### src/rtl/threshold_scan_scheduler.sv
// ============================================================================
// Module   : threshold_scan_scheduler
// Purpose  : Steps a DAC threshold sweep: DAC write, settle, gated count,
//            readout handshake. Optional macro: SCAN_TIMESTAMP_EN.
// Revision : 1.0 - initial release
// ============================================================================
`timescale 1ns/1ps
`default_nettype none

module threshold_scan_scheduler #(
  parameter int          THR_W    = 16,
  parameter logic [15:0] DAC_CMD  = 16'h0030,
  parameter int          SETTLE_W = 24,
  parameter int          WIN_W    = 32
) (
  input  logic                clk,
  input  logic                reset_n,
  input  logic                cfg_start,
  input  logic                cfg_abort,
  input  logic [THR_W-1:0]    cfg_thr_start,
  input  logic [THR_W-1:0]    cfg_thr_stop,
  input  logic [THR_W-1:0]    cfg_thr_step,
  input  logic [SETTLE_W-1:0] cfg_settle,
  input  logic [WIN_W-1:0]    cfg_window,
  output logic                dac_wr,
  output logic [31:0]         dac_data,
  input  logic                dac_busy,
  output logic                cnt_clear,
  output logic                cnt_gate,
  output logic                rd_req,
  input  logic                rd_ack,
  output logic                busy,
  output logic                done,
  output logic                err,
  output logic [THR_W-1:0]    cur_thr,
`ifdef SCAN_TIMESTAMP_EN
  output logic [31:0]         step_ts,
`endif
  output logic [THR_W-1:0]    step_idx
);

  typedef enum logic [2:0] {
    S_IDLE     = 3'd0,
    S_DAC_WR   = 3'd1,
    S_DAC_WAIT = 3'd2,
    S_SETTLE   = 3'd3,
    S_GATE     = 3'd4,
    S_READOUT  = 3'd5,
    S_NEXT     = 3'd6,
    S_FINISH   = 3'd7
  } state_t;

  localparam logic [THR_W-1:0] C_THR_ONE = {{(THR_W-1){1'b0}}, 1'b1};
  localparam logic [WIN_W-1:0] C_WIN_ONE = {{(WIN_W-1){1'b0}}, 1'b1};
  localparam logic [2:0]       C_DAC_TIMEOUT = 3'd3;

  state_t              r_state;
  logic                r_dac_wr;
  logic [31:0]         r_dac_data;
  logic                r_cnt_clear;
  logic                r_cnt_gate;
  logic                r_rd_req;
  logic                r_busy;
  logic                r_done;
  logic                r_err;
  logic [THR_W-1:0]    r_cur_thr;
  logic [THR_W-1:0]    r_step_idx;

  logic [THR_W-1:0]    r_thr_stop;
  logic [THR_W-1:0]    r_thr_step;
  logic [SETTLE_W-1:0] r_settle;
  logic [WIN_W-1:0]    r_window;

  logic [SETTLE_W-1:0] r_settle_cnt;
  logic [WIN_W-1:0]    r_win_cnt;
  logic [2:0]          r_wait_cnt;
  logic                r_seen_busy;

  logic [THR_W-1:0]    w_step_eff;
  logic [WIN_W-1:0]    w_win_eff;
  logic [THR_W:0]      w_nxt;

  // Zero step/window would stall the sweep, so both are forced to at least 1.
  assign w_step_eff = (cfg_thr_step == '0) ? C_THR_ONE : cfg_thr_step;
  assign w_win_eff  = (cfg_window   == '0) ? C_WIN_ONE : cfg_window;
  assign w_nxt      = {1'b0, r_cur_thr} + {1'b0, r_thr_step};

  always_ff @(posedge clk or negedge reset_n) begin
    if (!reset_n) begin
      r_state      <= S_IDLE;
      r_dac_wr     <= 1'b0;
      r_dac_data   <= '0;
      r_cnt_clear  <= 1'b0;
      r_cnt_gate   <= 1'b0;
      r_rd_req     <= 1'b0;
      r_busy       <= 1'b0;
      r_done       <= 1'b0;
      r_err        <= 1'b0;
      r_cur_thr    <= '0;
      r_step_idx   <= '0;
      r_thr_stop   <= '0;
      r_thr_step   <= '0;
      r_settle     <= '0;
      r_window     <= '0;
      r_settle_cnt <= '0;
      r_win_cnt    <= '0;
      r_wait_cnt   <= '0;
      r_seen_busy  <= 1'b0;
    end else begin
      r_dac_wr    <= 1'b0;
      r_done      <= 1'b0;
      r_cnt_clear <= 1'b0;
      if (cfg_abort && (r_state != S_IDLE)) begin
        r_state    <= S_IDLE;
        r_busy     <= 1'b0;
        r_cnt_gate <= 1'b0;
        r_rd_req   <= 1'b0;
      end else begin
        case (r_state)
          S_IDLE: begin
            if (cfg_start && !cfg_abort) begin
              r_thr_stop <= cfg_thr_stop;
              r_thr_step <= w_step_eff;
              r_settle   <= cfg_settle;
              r_window   <= w_win_eff;
              r_cur_thr  <= cfg_thr_start;
              r_step_idx <= '0;
              if (cfg_thr_start > cfg_thr_stop) begin
                r_err   <= 1'b1;
                r_done  <= 1'b1;
                r_busy  <= 1'b0;
                r_state <= S_FINISH;
              end else begin
                r_err   <= 1'b0;
                r_busy  <= 1'b1;
                r_state <= S_DAC_WR;
              end
            end
          end
          S_DAC_WR: begin
            if (!dac_busy) begin
              r_dac_wr    <= 1'b1;
              r_dac_data  <= {DAC_CMD, r_cur_thr};
              r_wait_cnt  <= '0;
              r_seen_busy <= 1'b0;
              r_state     <= S_DAC_WAIT;
            end
          end
          S_DAC_WAIT: begin
            // A spidac that never raises busy must not hang the sweep.
            if (r_seen_busy) begin
              if (!dac_busy) begin
                r_settle_cnt <= r_settle;
                r_state      <= S_SETTLE;
              end
            end else if (dac_busy) begin
              r_seen_busy <= 1'b1;
            end else if (r_wait_cnt == C_DAC_TIMEOUT) begin
              r_settle_cnt <= r_settle;
              r_state      <= S_SETTLE;
            end else begin
              r_wait_cnt <= r_wait_cnt + 3'd1;
            end
          end
          S_SETTLE: begin
            if (r_settle_cnt == '0) begin
              r_cnt_clear <= 1'b1;
              r_win_cnt   <= r_window;
              r_state     <= S_GATE;
            end else begin
              r_settle_cnt <= r_settle_cnt - 1'b1;
            end
          end
          S_GATE: begin
            // First GATE cycle carries the clear; the gate opens after it.
            if (r_cnt_clear) begin
              r_cnt_gate <= 1'b1;
            end else if (r_win_cnt == C_WIN_ONE) begin
              r_cnt_gate <= 1'b0;
              r_rd_req   <= 1'b1;
              r_state    <= S_READOUT;
            end else begin
              r_win_cnt <= r_win_cnt - 1'b1;
            end
          end
          S_READOUT: begin
            if (rd_ack) begin
              r_rd_req <= 1'b0;
              r_state  <= S_NEXT;
            end
          end
          S_NEXT: begin
            if (w_nxt[THR_W] || (w_nxt[THR_W-1:0] > r_thr_stop)) begin
              r_done  <= 1'b1;
              r_busy  <= 1'b0;
              r_state <= S_FINISH;
            end else begin
              r_cur_thr  <= w_nxt[THR_W-1:0];
              r_step_idx <= r_step_idx + C_THR_ONE;
              r_state    <= S_DAC_WR;
            end
          end
          S_FINISH: begin
            r_state <= S_IDLE;
          end
          default: begin
            r_state <= S_IDLE;
          end
        endcase
      end
    end
  end

`ifdef SCAN_TIMESTAMP_EN
  logic [31:0] r_ts_cnt;
  logic [31:0] r_step_ts;

  always_ff @(posedge clk or negedge reset_n) begin
    if (!reset_n) begin
      r_ts_cnt  <= '0;
      r_step_ts <= '0;
    end else begin
      r_ts_cnt <= r_ts_cnt + 32'd1;
      if ((r_state == S_GATE) && r_cnt_clear && !cfg_abort) begin
        r_step_ts <= r_ts_cnt;
      end
    end
  end

  assign step_ts = r_step_ts;
`endif

  assign dac_wr    = r_dac_wr;
  assign dac_data  = r_dac_data;
  assign cnt_clear = r_cnt_clear;
  assign cnt_gate  = r_cnt_gate;
  assign rd_req    = r_rd_req;
  assign busy      = r_busy;
  assign done      = r_done;
  assign err       = r_err;
  assign cur_thr   = r_cur_thr;
  assign step_idx  = r_step_idx;

endmodule

`default_nettype wire

### config.mk
export PLATFORM = sky130hd
export DESIGN_NAME = threshold_scan_scheduler
export DESIGN_NICKNAME = d
export VERILOG_FILES = /design/src/rtl/threshold_scan_scheduler.sv
export SDC_FILE = /design/constraint.sdc
export NUM_CORES = 1
export LEC_CHECK = 0
export CAP_MARGIN = 40
export CORE_AREA = 2 2 163 165
export DETAILED_ROUTE_END_ITERATION = 16
export DIE_AREA = 0 0 165 167
export GPL_ROUTABILITY_DRIVEN = 0
export GPL_TIMING_DRIVEN = 0
export PLACE_DENSITY_LB_ADDON = 0.2
export RECOVER_POWER = 50
export SETUP_SLACK_MARGIN = 0.2
export SYNTH_ARGS = -nofsm -noshare
export SYNTH_HDL_FRONTEND = slang
export SYNTH_SLANG_ARGS = --single-unit
export TNS_END_PERCENT = 1
### constraint.sdc
create_clock -name clk -period 5.4 [get_ports clk]
set_input_delay 0.54 -clock clk [delete_from_list [all_inputs] [get_ports clk]]
set_output_delay 0.54 -clock clk [all_outputs]
set_load 0.05 [all_outputs]
* Word-level counts from Yosys, hierarchy flattened
Index checks and enable logic that the tools add are counted.
** Cells by class
- Add/sub/neg operators :: 5
- $lt $le $gt $ge :: 2
- Equality and inequality tests :: 29
- Mux-type cells :: 66
- Bitwise gates (word level) :: 2
- Reduce and logical (&&, ||, !) cells :: 28
** Operators by type and width (count)
- 2-to-1 mux 32 bit :: 4
- 2-to-1 mux 24 bit :: 5
- 2-to-1 mux 16 bit :: 5
- case mux 16 bit (2 select lines) :: 2
- case mux 32 bit (2 select lines) :: 1
- 2-to-1 mux 3 bit :: 17
- case mux 24 bit (2 select lines) :: 1
- equality test 32 x 1 -> 1 bit, second input constant :: 1
- > comparator 16 bit :: 2
- zero test 32 bit :: 1
- subtractor 32 x 1 -> 32 bit, second input constant :: 1
- inequality test 3 bit, second input constant :: 9
- 2-to-1 mux 1 bit :: 25
- zero test 24 bit :: 1
- case mux 3 bit (8 select lines) :: 1
- subtractor 24 x 1 -> 24 bit, second input constant :: 1
- inequality test 2 bit, second input constant :: 10
- adder 16 x 16 -> 17 bit :: 1
- adder 16 x 1 -> 16 bit, second input constant :: 1
- zero test 16 bit :: 1
- equality test 3 bit, second input constant :: 4
- AND reduction 3 bit :: 4
- nonzero test 3 bit :: 4
- AND reduction 5 bit :: 2
- other kinds (16) :: 28
** Storage, ports and cells
- Register bits :: 207
- Input port bits :: 110
- Output and inout bits :: 71
- Logic and storage cells :: 151

* Longest topological paths before layout
Gate-level depths: netlist of run 1.
- Depth in word-level cells :: 6
- Gate-level depth with buffers :: 20
- Mapped depth without buffers :: 18

* Least setup slack after synthesis of run 1
Ideal clock, no wire load.
- Path type :: register to register
- From :: register r_cur_thr[1] (netlist: cur_thr[1])
- To :: register r_step_idx[7] (netlist: step_idx[7])
- Setup time :: 0.136 ns
- Data arrival time :: 4.554 ns
- Required time :: 5.264 ns
- Setup slack :: 0.710 ns
- Stages on the path, launching flop included :: 19
- Buffers on the path :: 2
- Clock period less this slack :: 4.690 ns
- Cell sequence :: dfrtp_1 > ha_1 > a211oi_1 > o21ai_0 > a31o_2 > o41ai_1 > o21bai_1 > a21oi_1 > xnor2_1 > ha_1 > nand4_1 > nor4_1 > nor3_1 > a211oi_2 > nand3_1 > clkbuf_1 > buf_2 > o31ai_1 > a21oi_1
** On the way
- Longest elaborated chain between the ends :: 5
** Ends and longest elaborated chain
- start, declared :: RTL line 66 : logic [THR_W-1:0] r_cur_thr;
- start signal, assigned :: RTL line 126 : r_cur_thr <= cfg_thr_start;
- start signal, assigned :: RTL line 198 : r_cur_thr <= w_nxt[THR_W-1:0];
- adder 16 x 16 -> 17 bit * :: RTL line 86 : assign w_nxt = {1'b0, r_cur_thr} + {1'b0, r_thr_step};
- > comparator 16 bit :: RTL line 193 : if (w_nxt[THR_W] || (w_nxt[THR_W-1:0] > r_thr_stop)) begin
- logical OR 1 bit * :: RTL line 193
- inequality test 2 bit (no line) *
- AND reduction 4 bit (no line) *
- end signal, assigned :: RTL line 199 : r_step_idx <= r_step_idx + C_THR_ONE;
- end, declared :: RTL line 67 : logic [THR_W-1:0] r_step_idx;
Mark *: on every way between the ends. The rest lies on a longest branch, timed or not.
A chain may end at the register's enable or synchronous reset.

* Worst setup path after layout of run 1
- From :: register r_cur_thr[0] (netlist: cur_thr[0])
- To :: register r_step_idx[13] (netlist: step_idx[13])
The elaborated chain is that of the path after synthesis.

==> impl_metrics.py, run 1 <==
metrics = {
    "run_status": {
        "status": "finished with violations",
        "violations": "capacitance limit, slew limit",
    },
    "critical_path": {
        "cpPeakStageDelay_ps": 550,
        "critPathKind": "flop to flop",
        "path_max_fanout": 10,
        "timing.rr.start": "cur_thr[0]",
        "path_delay_family": "simple AND/OR/NAND/NOR gates",
        "cp_cell_sequence": "ha_1 -> inv_1 -> fa_1 -> nor2b_1 -> o31a_1 -> o221ai_2 -> o211ai_2 -> a21oi_1 -> xnor2_1 -> ha_1 -> nand4_1 -> nor4_1 -> nor2_1 -> a211oi_4 -> buf_4 -> nand4_4 -> or4_1 -> a21oi_1",
        "cp_data_required_time_ps": 5840,
        "ff2ff_setup_slack_ps": 490,
        "startpoint_type": "flop",
        "critPathArrivalTime_ps": 5350,
        "crit_buf_inv": 2,
        "cp_slowest_cell": "or4_1",
        "critPathLaunch": "cur_thr[0]",
        "endpoint_kind": "flop",
    },
    "pwr": {
        "ir_worst_vdd_uv": 308,
        "power_density_nw_per_um2": 599,
        "leakage_nw": 6.50,
    },
    "floorplanning": {
        "coreArea_um2": 25800,
        "fp-row-count": 59,
        "die_x_um": 165,
        "die_h_um": 167,
        "die_area_um2": 27600,
        "initial_core_util_pct": 44.2,
        "ios": 181,
    },
    "min_path": {
        "hp-start": "dac_data[4]",
        "hp-class": "flop to flop",
    },
    "sta": {
        "hold_viol": 0,
        "worst_slew_pin_slew_ps": 2700,
        "layout_min_cycle_time_ps": 4910,
        "slew_headroom_pct": -80.2,
        "setup_violations": 0,
        "fin_skew_ps": 14.8,
        "post-route-period-util_pct": 90.9,
        "layout_setup_ws_ps": 489,
        "max_freq_ghz": 0.204,
        "fin_setup_tns_ps": 0,
        "grt_setup_unrepaired": "false",
        "final_max_slew_viol_count": 102,
    },
    "cells_and_area": {
        "drive_above_1_share_pct": 5.57,
        "area_growth_pct": 25.9,
        "layout.cells.non_filler": 1916,
        "final_area_um2": 14400,
        "final_nets": 1734,
        "num-fill-cells": 2377,
        "diodes": 0,
    },
    "clock_tree": {
        "cts_hold_buf": 0,
        "h-tree-depth": 1,
        "root_buffer": "clkbuf_16",
        "cts.clk_slew.worst_paths_ps": 60,
        "cts_tree": "built",
        "cts_inserted_buffers": 24,
        "clock_latency_ps": 530,
        "numClockSinks": 207,
        "cts_buffer_depth": 3,
    },
    "synth": {
        "async_flop_share_pct": 100,
        "synth.yosys.seq_area_share_pct": 45.4,
        "ys_types": 69,
        "synthCells": 1360,
        "synth-edff-count": 0,
        "synth_commonest_cells": "329 x nand2_1, 207 x dfrtp_1, 115 x nor2_1",
        "synth_area_leaders": "dfrtp_1 45%, nand2_1 11%, ha_1 5.9%",
        "yosysMostFrequentCell": "nand2_1",
        "netlist.area_leader.share_pct": 45.4,
        "synth-seq-cells": 207,
        "synthFlopType": "dfrtp_1",
        "avgSynthCellArea_um2": 8.38,
        "yosysWarnings": 0,
        "synth_area_um2": 11400,
        "synth_area_leader_cell": "dfrtp_1",
    },
    "route": {
        "drc": 0,
        "antenna_left": 0,
        "avgViaCountPerCell": 5.56,
        "wirelength_um": 33700,
        "first_pass_iters": 5,
        "drtIter0Drc": 920,
        "post_drt_wl_per_cell_um": 17.6,
        "vias": 10700,
    },
    "global_route": {
        "grt_max_degree": 107,
        "grt_pass1_wl_um": 53700,
        "antenna_found_initial": 1,
        "grt_usage_pct": 24.2,
        "grt_pass1_vias": 10200,
        "overflow": 0,
    },
    "place": {
        "dp_hpwl_um": 24300,
        "dpl.cell_count": 1876,
        "dp_slack_ps": -174,
        "port_buffers": 166,
        "place_area_um2": 13600,
    },
    "flow_run": {
        "cap_violations": 1,
    },
}
## final timing paths
path | end | cells past startpoint
max in group asynchronous | r_window[11] | 1
max | step_idx[13] | 18
max reg2reg | step_idx[13] | 18
min reg2reg | dac_data[4] | 2
min in group asynchronous | dac_data[14] | 1
min | dac_data[4] | 2
## where the power goes
group / internal, mW / leakage, nW / switching, mW / total [mW]
clock network: 0.903 / 0.366 / 0.649 / 1.55
logic: 1.66 / 3.56 / 2.65 / 4.31
registers: 2.21 / 2.57 / 0.527 / 2.74
total: 4.77 / 6.50 / 3.83 / 8.60
## worst register-to-register path, cell delays in order (launching register included)
cell and delay (ps):
dfrtp_1 440, ha_1 280, inv_1 80, fa_1 420, nor2b_1 160, o31a_1 210, o221ai_2 180, o211ai_2 250
a21oi_1 130, xnor2_1 170, ha_1 330, nand4_1 190, nor4_1 420, nor2_1 140, a211oi_4 310, buf_4 260
nand4_4 160, or4_1 550, a21oi_1 160
## metal layers
layer  wire length [µm]  vias up  track usage [%]
met2              15400      383             37.7
li1                   -     5129                -
met4                656        0             5.94
met3               2430       54             3.41
met5                  0        -                0
met1              15200     5092             35.6
## sequential cells by signal, summed over array words and instances (netlist names), 3 cells and up
register      flops
cur_thr          16
dac_data         17
r_settle         24
r_settle_cnt     24
r_state           3
r_thr_step       16
r_thr_stop       16
r_wait_cnt        3
r_win_cnt        32
r_window         32
step_idx         16
## final cells by class
class,count,area [µm²],area share [%]
Tap cell,335,419,2.92
Clock buffer,35,712,4.96
Clock inverter,3,26.3,0.183
Inverter,59,221,1.54
Timing Repair Buffer,170,1710,11.9
Buffer,79,382,2.66
Multi-Input combinational cell,1028,5710,39.7
Sequential cell,207,5180,36.1
## through the flow
step	hold slack [ps]	total power [mW]	utilization, %
final	465	8.60	55.7
after global placement	459	6.78	52.5
after detailed placement	462	6.88	52.7
after CTS	104	8.55	55.6
after floorplan	244	5.62	-
after global routing	488	9.24	55.7
## cell usage in the layout, fill, tap and decap left out, types with 13 or more instances in the layout
| master | Yosys | routed |
|---|---|---|
| o21ai_1 | 33 | 33 |
| a21oi_1 | 91 | 90 |
| a31oi_1 | 14 | 14 |
| nor2_1 | 115 | 115 |
| buf_4 | 17 | 19 |
| nor4_1 | 24 | 24 |
| or3_1 | 18 | 18 |
| nand2_1 | 329 | 329 |
| o21ai_0 | 66 | 66 |
| conb_1 | 1 | 14 |
| clkbuf_1 | 47 | 52 |
| ha_1 | 54 | 54 |
| nand4_1 | 19 | 19 |
| dfrtp_1 | 207 | 207 |
| clkdlybuf4s50_1 | 0 | 148 |
| o22a_1 | 20 | 20 |
| a22oi_1 | 13 | 13 |
| inv_1 | 56 | 56 |
| nor3_1 | 39 | 39 |
| o21a_1 | 18 | 18 |
| clkbuf_16 | 0 | 24 |
| nand3_1 | 25 | 25 |
| dlygate4sd3_1 | 0 | 17 |
## kinds of logic (layout without fill, tap and decap cells)
kind of cell | after synthesis | after routing | share of synthesized area [%]
other cells | 1 | 14 | 0.0329
flops | 207 | 207 | 45.4
compound gates | 323 | 323 | 17.7
mux | 2 | 2 | 0.176
fa+ha+maj | 55 | 55 | 6.10
simple gates | 619 | 619 | 24.1
buf+inv | 138 | 346 | 5.29
xor+xnor | 15 | 15 | 1.15
## timing repair
| action | in CTS | in global routing |
|---|---|---|
| pin swaps | 1 | 1 |
| endpoints found under the setup margin | 28 | 19 |
| gates cloned | 0 | 0 |
| resized for setup | 2 | 6 |
| setup buffers | 1 | 1 |
(Power assumes the default switching activity.)
==> run 2: changes to the inputs <==
--- a/config.mk
+++ b/config.mk
@@ -14,6 +14,7 @@
 export PLACE_DENSITY_LB_ADDON = 0.2
 export RECOVER_POWER = 50
 export SETUP_SLACK_MARGIN = 0.2
+export SLEW_MARGIN = 5
 export SYNTH_ARGS = -nofsm -noshare
 export SYNTH_HDL_FRONTEND = slang
 export SYNTH_SLANG_ARGS = --single-unit
==> results of run 2 <==
The final DEF is identical to that of run 1; final timing and power are the same.
